--- src/rtl/pc_pkg.sv ---
// pc_pkg: shared state encoding, RV32 default vectors and alignment helper for the PC generator
package pc_pkg;

    typedef enum logic [1:0] {
        BOOT,
        RUN,
        HALTED
    } pc_state_e;

    localparam logic [31:0] RV32_RESET_VECTOR = 32'h0000_0000;
    localparam logic [31:0] RV32_TRAP_VECTOR  = 32'h0000_0100;

    // Alignment only depends on the low address bits, so the bottom byte is enough for any unit up to 256 bytes
    function automatic logic is_aligned(input logic [7:0] addr_lo, input int unsigned instr_bytes);
        return (addr_lo & 8'(instr_bytes - 1)) == 8'h00;
    endfunction

endpackage

--- src/rtl/pc_next_sel.sv ---
// pc_next_sel: combinational priority mux choosing the next PC and EPC
module pc_next_sel
    import pc_pkg::*;
#(
    parameter int               XLEN        = 32,
    parameter logic [XLEN-1:0]  TRAP_VECTOR = XLEN'(RV32_TRAP_VECTOR),
    parameter int               INSTR_BYTES = 4
) (
    input  logic [XLEN-1:0] pc,
    input  logic [XLEN-1:0] epc,
    input  logic            trap_valid,
    input  logic [XLEN-1:0] trap_pc,
    input  logic            mret_valid,
    input  logic            redirect_valid,
    input  logic [XLEN-1:0] redirect_target,
    input  logic            advance,
    output logic [XLEN-1:0] pc_next,
    output logic [XLEN-1:0] epc_next,
    output logic            misalign,
    output logic            flush
);

    logic aligned;

    // Trap beats mret beats redirect beats sequential advance; a misaligned redirect behaves like a trap on its target
    always_comb begin
        aligned  = is_aligned(redirect_target[7:0], INSTR_BYTES);
        misalign = redirect_valid && !aligned && !trap_valid && !mret_valid;
        flush    = trap_valid || mret_valid || redirect_valid;
        epc_next = trap_valid ? trap_pc : misalign ? redirect_target : epc;
        pc_next  = trap_valid     ? TRAP_VECTOR :
                   mret_valid     ? epc :
                   redirect_valid ? (aligned ? redirect_target : TRAP_VECTOR) :
                   advance        ? pc + XLEN'(INSTR_BYTES) : pc;
    end

endmodule

--- src/rtl/pc_gen.sv ---
// pc_gen: fetch-stage program counter with handshake, redirect, trap/mret and halt control
module pc_gen
    import pc_pkg::*;
#(
    parameter int               XLEN         = 32,
    parameter logic [XLEN-1:0]  RESET_VECTOR = XLEN'(RV32_RESET_VECTOR),
    parameter logic [XLEN-1:0]  TRAP_VECTOR  = XLEN'(RV32_TRAP_VECTOR),
    parameter int               INSTR_BYTES  = 4
) (
    input  logic            clk,
    input  logic            reset,
    input  logic            fetch_ready,
    input  logic            redirect_valid,
    input  logic [XLEN-1:0] redirect_target,
    input  logic            trap_valid,
    input  logic [XLEN-1:0] trap_pc,
    input  logic            mret_valid,
    input  logic            halt_req,
    input  logic            resume_req,
    output logic            fetch_valid,
    output logic [XLEN-1:0] fetch_addr,
    output logic [XLEN-1:0] epc,
    output logic            halted,
    output logic            misalign_err
);

    pc_state_e       state, state_next;
    logic [XLEN-1:0] pc_next, epc_next;
    logic            misalign_next, flush, advance;

    assign advance = state == RUN && fetch_valid && fetch_ready;

    pc_next_sel #(
        .XLEN        (XLEN),
        .TRAP_VECTOR (TRAP_VECTOR),
        .INSTR_BYTES (INSTR_BYTES)
    ) u_next_sel (
        .pc              (fetch_addr),
        .epc             (epc),
        .trap_valid      (trap_valid),
        .trap_pc         (trap_pc),
        .mret_valid      (mret_valid),
        .redirect_valid  (redirect_valid),
        .redirect_target (redirect_target),
        .advance         (advance),
        .pc_next         (pc_next),
        .epc_next        (epc_next),
        .misalign        (misalign_next),
        .flush           (flush)
    );

    // Halt only when no control-flow event is pending; resume or a trap wakes a halted core
    always_comb begin
        state_next = state == BOOT ? RUN :
                     state == RUN  ? ((halt_req && !flush) ? HALTED : RUN) :
                     ((resume_req || trap_valid) ? RUN : HALTED);
    end

    // All outputs are registered from the next-state values so they change together
    always_ff @(posedge clk or posedge reset) begin
        if (reset) begin
            state        <= BOOT;
            fetch_addr   <= RESET_VECTOR;
            epc          <= '0;
            fetch_valid  <= 1'b0;
            halted       <= 1'b0;
            misalign_err <= 1'b0;
        end else begin
            state        <= state_next;
            fetch_addr   <= pc_next;
            epc          <= epc_next;
            fetch_valid  <= state_next == RUN;
            halted       <= state_next == HALTED;
            misalign_err <= misalign_next;
        end
    end

endmodule

--- config.mk ---
export PLATFORM = sky130hd
export DESIGN_NAME = pc_gen
export DESIGN_NICKNAME = d
export VERILOG_FILES = /design/src/rtl/pc_pkg.sv /design/src/rtl/pc_next_sel.sv /design/src/rtl/pc_gen.sv
export SDC_FILE = /design/constraint.sdc
export NUM_CORES = 1
export LEC_CHECK = 0
export BUFFER_PORTS_ARGS = -buffer_cell sky130_fd_sc_hd__buf_4
export CAP_MARGIN = 20
export CORE_MARGIN = 3
export CORE_UTILIZATION = 54
export DETAILED_ROUTE_END_ITERATION = 8
export GPL_TIMING_DRIVEN = 1
export PLACE_DENSITY = 0.86
export SYNTH_ARGS = -nofsm -noshare
export SYNTH_HDL_FRONTEND = slang
export SYNTH_SLANG_ARGS = --single-unit
--- constraint.sdc ---
create_clock -name clk -period 3.9 [get_ports clk]
set_input_delay 0.78 -clock clk [delete_from_list [all_inputs] [get_ports clk]]
set_output_delay 0.78 -clock clk [all_outputs]
set_load 0.01 [all_outputs]
==> impl_metrics.json <==
{
  "yosysWarnings": 0,
  "final_antenna_net_count": 0,
  "hpwl_mm": 9.232,
  "rows": 30,
  "grt_pass1_vias": 4156,
  "netlist_area_sq_um": 3821,
  "synth-edff-count": 0,
  "synthTopCellsByArea": "dfrtp_1, nor2_1, nand2_1",
  "placed_area_sq_um": 4947,
  "hold_path.class": "reg2reg",
  "routed_wl_mm": 13.37,
  "drive_gt1_share_pct": 30.18,
  "async_flop_share_pct": 100.0,
  "globalplace.congestion": 0.9295,
  "synth_largest_area_cell": "dfrtp_1",
  "synth_cell_types": 57,
  "syn_to_final_growth_pct": 35.00,
  "avgSynthCellArea_sq_um": 8.845,
  "die_y_um": 90.12,
  "drt-initial-drc-count": 551,
  "cts.path.max_buffers": 2,
  "arrival_ps": 2630,
  "pwr-share-comb_pct": 21.9,
  "cts_hold_buf": 0,
  "switchingPower_uw": 568.0,
  "dieWidth_um": 90.12,
  "port_buffers": 138,
  "cts.sinks": 69,
  "viasPerCell": 6.413,
  "grt_max_degree": 43,
  "setup_viol": 0,
  "ir_drop_mv": 0.2471,
  "fmax_mhz": 422.3,
  "root_buffer": "clkbuf_8",
  "p_sw_share_pct": 30.01,
  "worstPathRequired_ps": 4160,
  "via_count": 4271,
  "clkPwrFrac_pct": 33.0,
  "cts_max_level": 3,
  "ctsResizeCount": 0,
  "post_cts_buffers": 0,
  "synth-main-ff-cell": "dfrtp_1",
  "tightest_slew_ps": 947.7,
  "tns_ps": 0,
  "p_total_uw": 1893,
  "die_area_sq_um": 8122,
  "power_frac_seq_pct": 45.1,
  "ys_ff_latch": 69,
  "core_area_sq_um": 6832,
  "power_density_nw_per_um2": 366.9,
  "grt_pass1_wl_mm": 21.07,
  "syn_inst": 432,
  "path_clk_slew_ps": 70,
  "slew_headroom_pct": 36.73,
  "worstSetupPathType": "in2reg",
  "path_buf_inv": 2,
  "ys_seq_area_share_pct": 45.19,
  "rrSetupSlack_ps": 1560,
  "io_pins": 139,
  "critPathMaxFanout": 41,
  "numCtsBuffers": 9,
  "grt_overflow": 0,
  "critical-path-top-delay-family": "simple AND/OR/NAND/NOR gates",
  "outcome": "finished, final reports clean",
  "diodes": 0,
  "n_fill_cell": 506,
  "finalNetCount": 638,
  "synth_nets": 505,
  "endpoint_kind": "register",
  "start_kind": "primary input",
  "cts_tree": "yes",
  "p_int_uw": 1325,
  "antenna_found_initial": 0,
  "grt_usage_pct": 32.34,
  "power_leakage_uw": 0.002368,
  "rsz0062_at_grt": "no",
  "final.setup_skew_ps": 8.085,
  "cp_slowest_stage_delay_ps": 730,
  "final_area_sq_um": 5159,
  "cap_violations": 0,
  "dr.pass1.iters": 5,
  "fin_crit_sh_pct": 60.72,
  "crit_chain": "buf_4, inv_1, nor2_1, a222oi_1, o21ai_0",
  "drv_slew": 0,
  "synth_top_area_share_pct": 45.19,
  "route.detailed.drc": 0,
  "hold_violations": 0,
  "start_util_pct": 55.93,
  "regArea_sq_um": 1727,
  "multi_input_area_sq_um": 1952,
  "cpMaxStageDelayCell": "nor2_1",
  "wl_per_cell_um": 20.08,
  "worstSkewPairLatency_ps": 350,
  "period_minus_slack_ps": 2368
}
## worst min-delay path, delay by kind of cell (launching register included)
kind             cells  cell delay [ps]
AND/OR/NAND/NOR      2              120
flip-flops           1              370
## path summary, 6_finish.rpt
path,cells past startpoint,startpoint,endpoint
max in group asynchronous,3,reset,epc[27]
min in group asynchronous,2,reset,halted
worst max-delay path,5,mret_valid,fetch_addr[19]
worst min register to register,2,epc[14],epc[14]
worst min-delay path,2,epc[14],epc[14]
worst max register to register,6,fetch_addr[2],fetch_addr[14]
## power groups by stage
| stage | combinational (uW) | clock [uW] | sequential (uW) |
|---|---|---|---|
| 4_1_cts | 411 | 621 | 851 |
| 5_1_grt | 446 | 654 | 861 |
| 3_3_place_gp | 398 | 0 | 861 |
| 6_report | 414 | 625 | 854 |
| 3_5_place_dp | 408 | 0 | 863 |
| 2_1_floorplan | 167 | 0 | 876 |
## sequential cells by signal, summed over array words and instances, names as in the netlist
signal,count
epc,32
fetch_addr,32
state,2
fetch_valid,1
halted,1
misalign_err,1
## layer usage
layer / GRT usage (%) / wire length (um) / vias up
li1: - / - / 1870
met1: 40.98 / 5130 / 1986
met2: 53.52 / 6330 / 342
met3: 6.109 / 1438 / 73
met4: 15.05 / 471 / 0
met5: 0 / 0 / -
## per-stage QoR
step | hold WS, ps | util [%] | std cells | setup slack (ps)
floorplan | 525.9 | - | 432 | 1380
global placement | 489.9 | 72.42 | 650 | 1321
detailed placement | 500.9 | 72.42 | 650 | 1240
CTS | 515.5 | 75.51 | 666 | 1585
global route | 551.8 | 75.51 | 666 | 1388
finish | 517.4 | 75.51 | 666 | 1532
## synth_stat cells (all sizes together), types with 2 or more instances
cell type	number
xor2	10
a221oi	5
a211oi	6
or4	2
a21o	4
nor4	3
nor2	54
a21oi	21
a22oi	20
nand4b	2
nor3	7
nand3	16
nand2	46
a221o	2
and3	4
a31oi	4
o22ai	27
dfrtp	69
a22o	4
nand2b	4
inv	16
nor3b	3
nand4	10
buf	6
or3	4
o21ai	26
and2	9
xnor2	6
a222oi	4
clkbuf	17
## placed cells by master, fill, tap and decap left out, types with 9 or more instances in the layout
master / instances
nand3_1: 16
clkbuf_8: 12
buf_4: 145
xor2_1: 10
inv_1: 15
a22oi_1: 20
nor2_1: 54
dfrtp_1: 69
nand2_1: 46
o21ai_0: 25
and2_1: 9
a21oi_1: 21
nand4_1: 9
o22ai_1: 27
## cells by family after synthesis
kind of cell	after synthesis	synth area share [%]
AOI/OAI and AO/OA	138	24.20
and+or+nand+nor	168	22.49
adders and majority gates	1	0.3274
buffers and inverters	39	3.864
xor gates and xnor gates	16	3.667
DFF	69	45.19
muxes	1	0.2620
## area by class of cell
class	instances	area share, %
Clock inverter	3	0.8246
Sequential cell	69	33.47
Tap cell	96	2.328
Multi-Input combinational cell	324	37.84
Clock buffer	13	3.274
Inverter	16	1.164
Timing Repair Buffer	145	21.10
No activity file was read; power rests on OpenSTA's default activity.
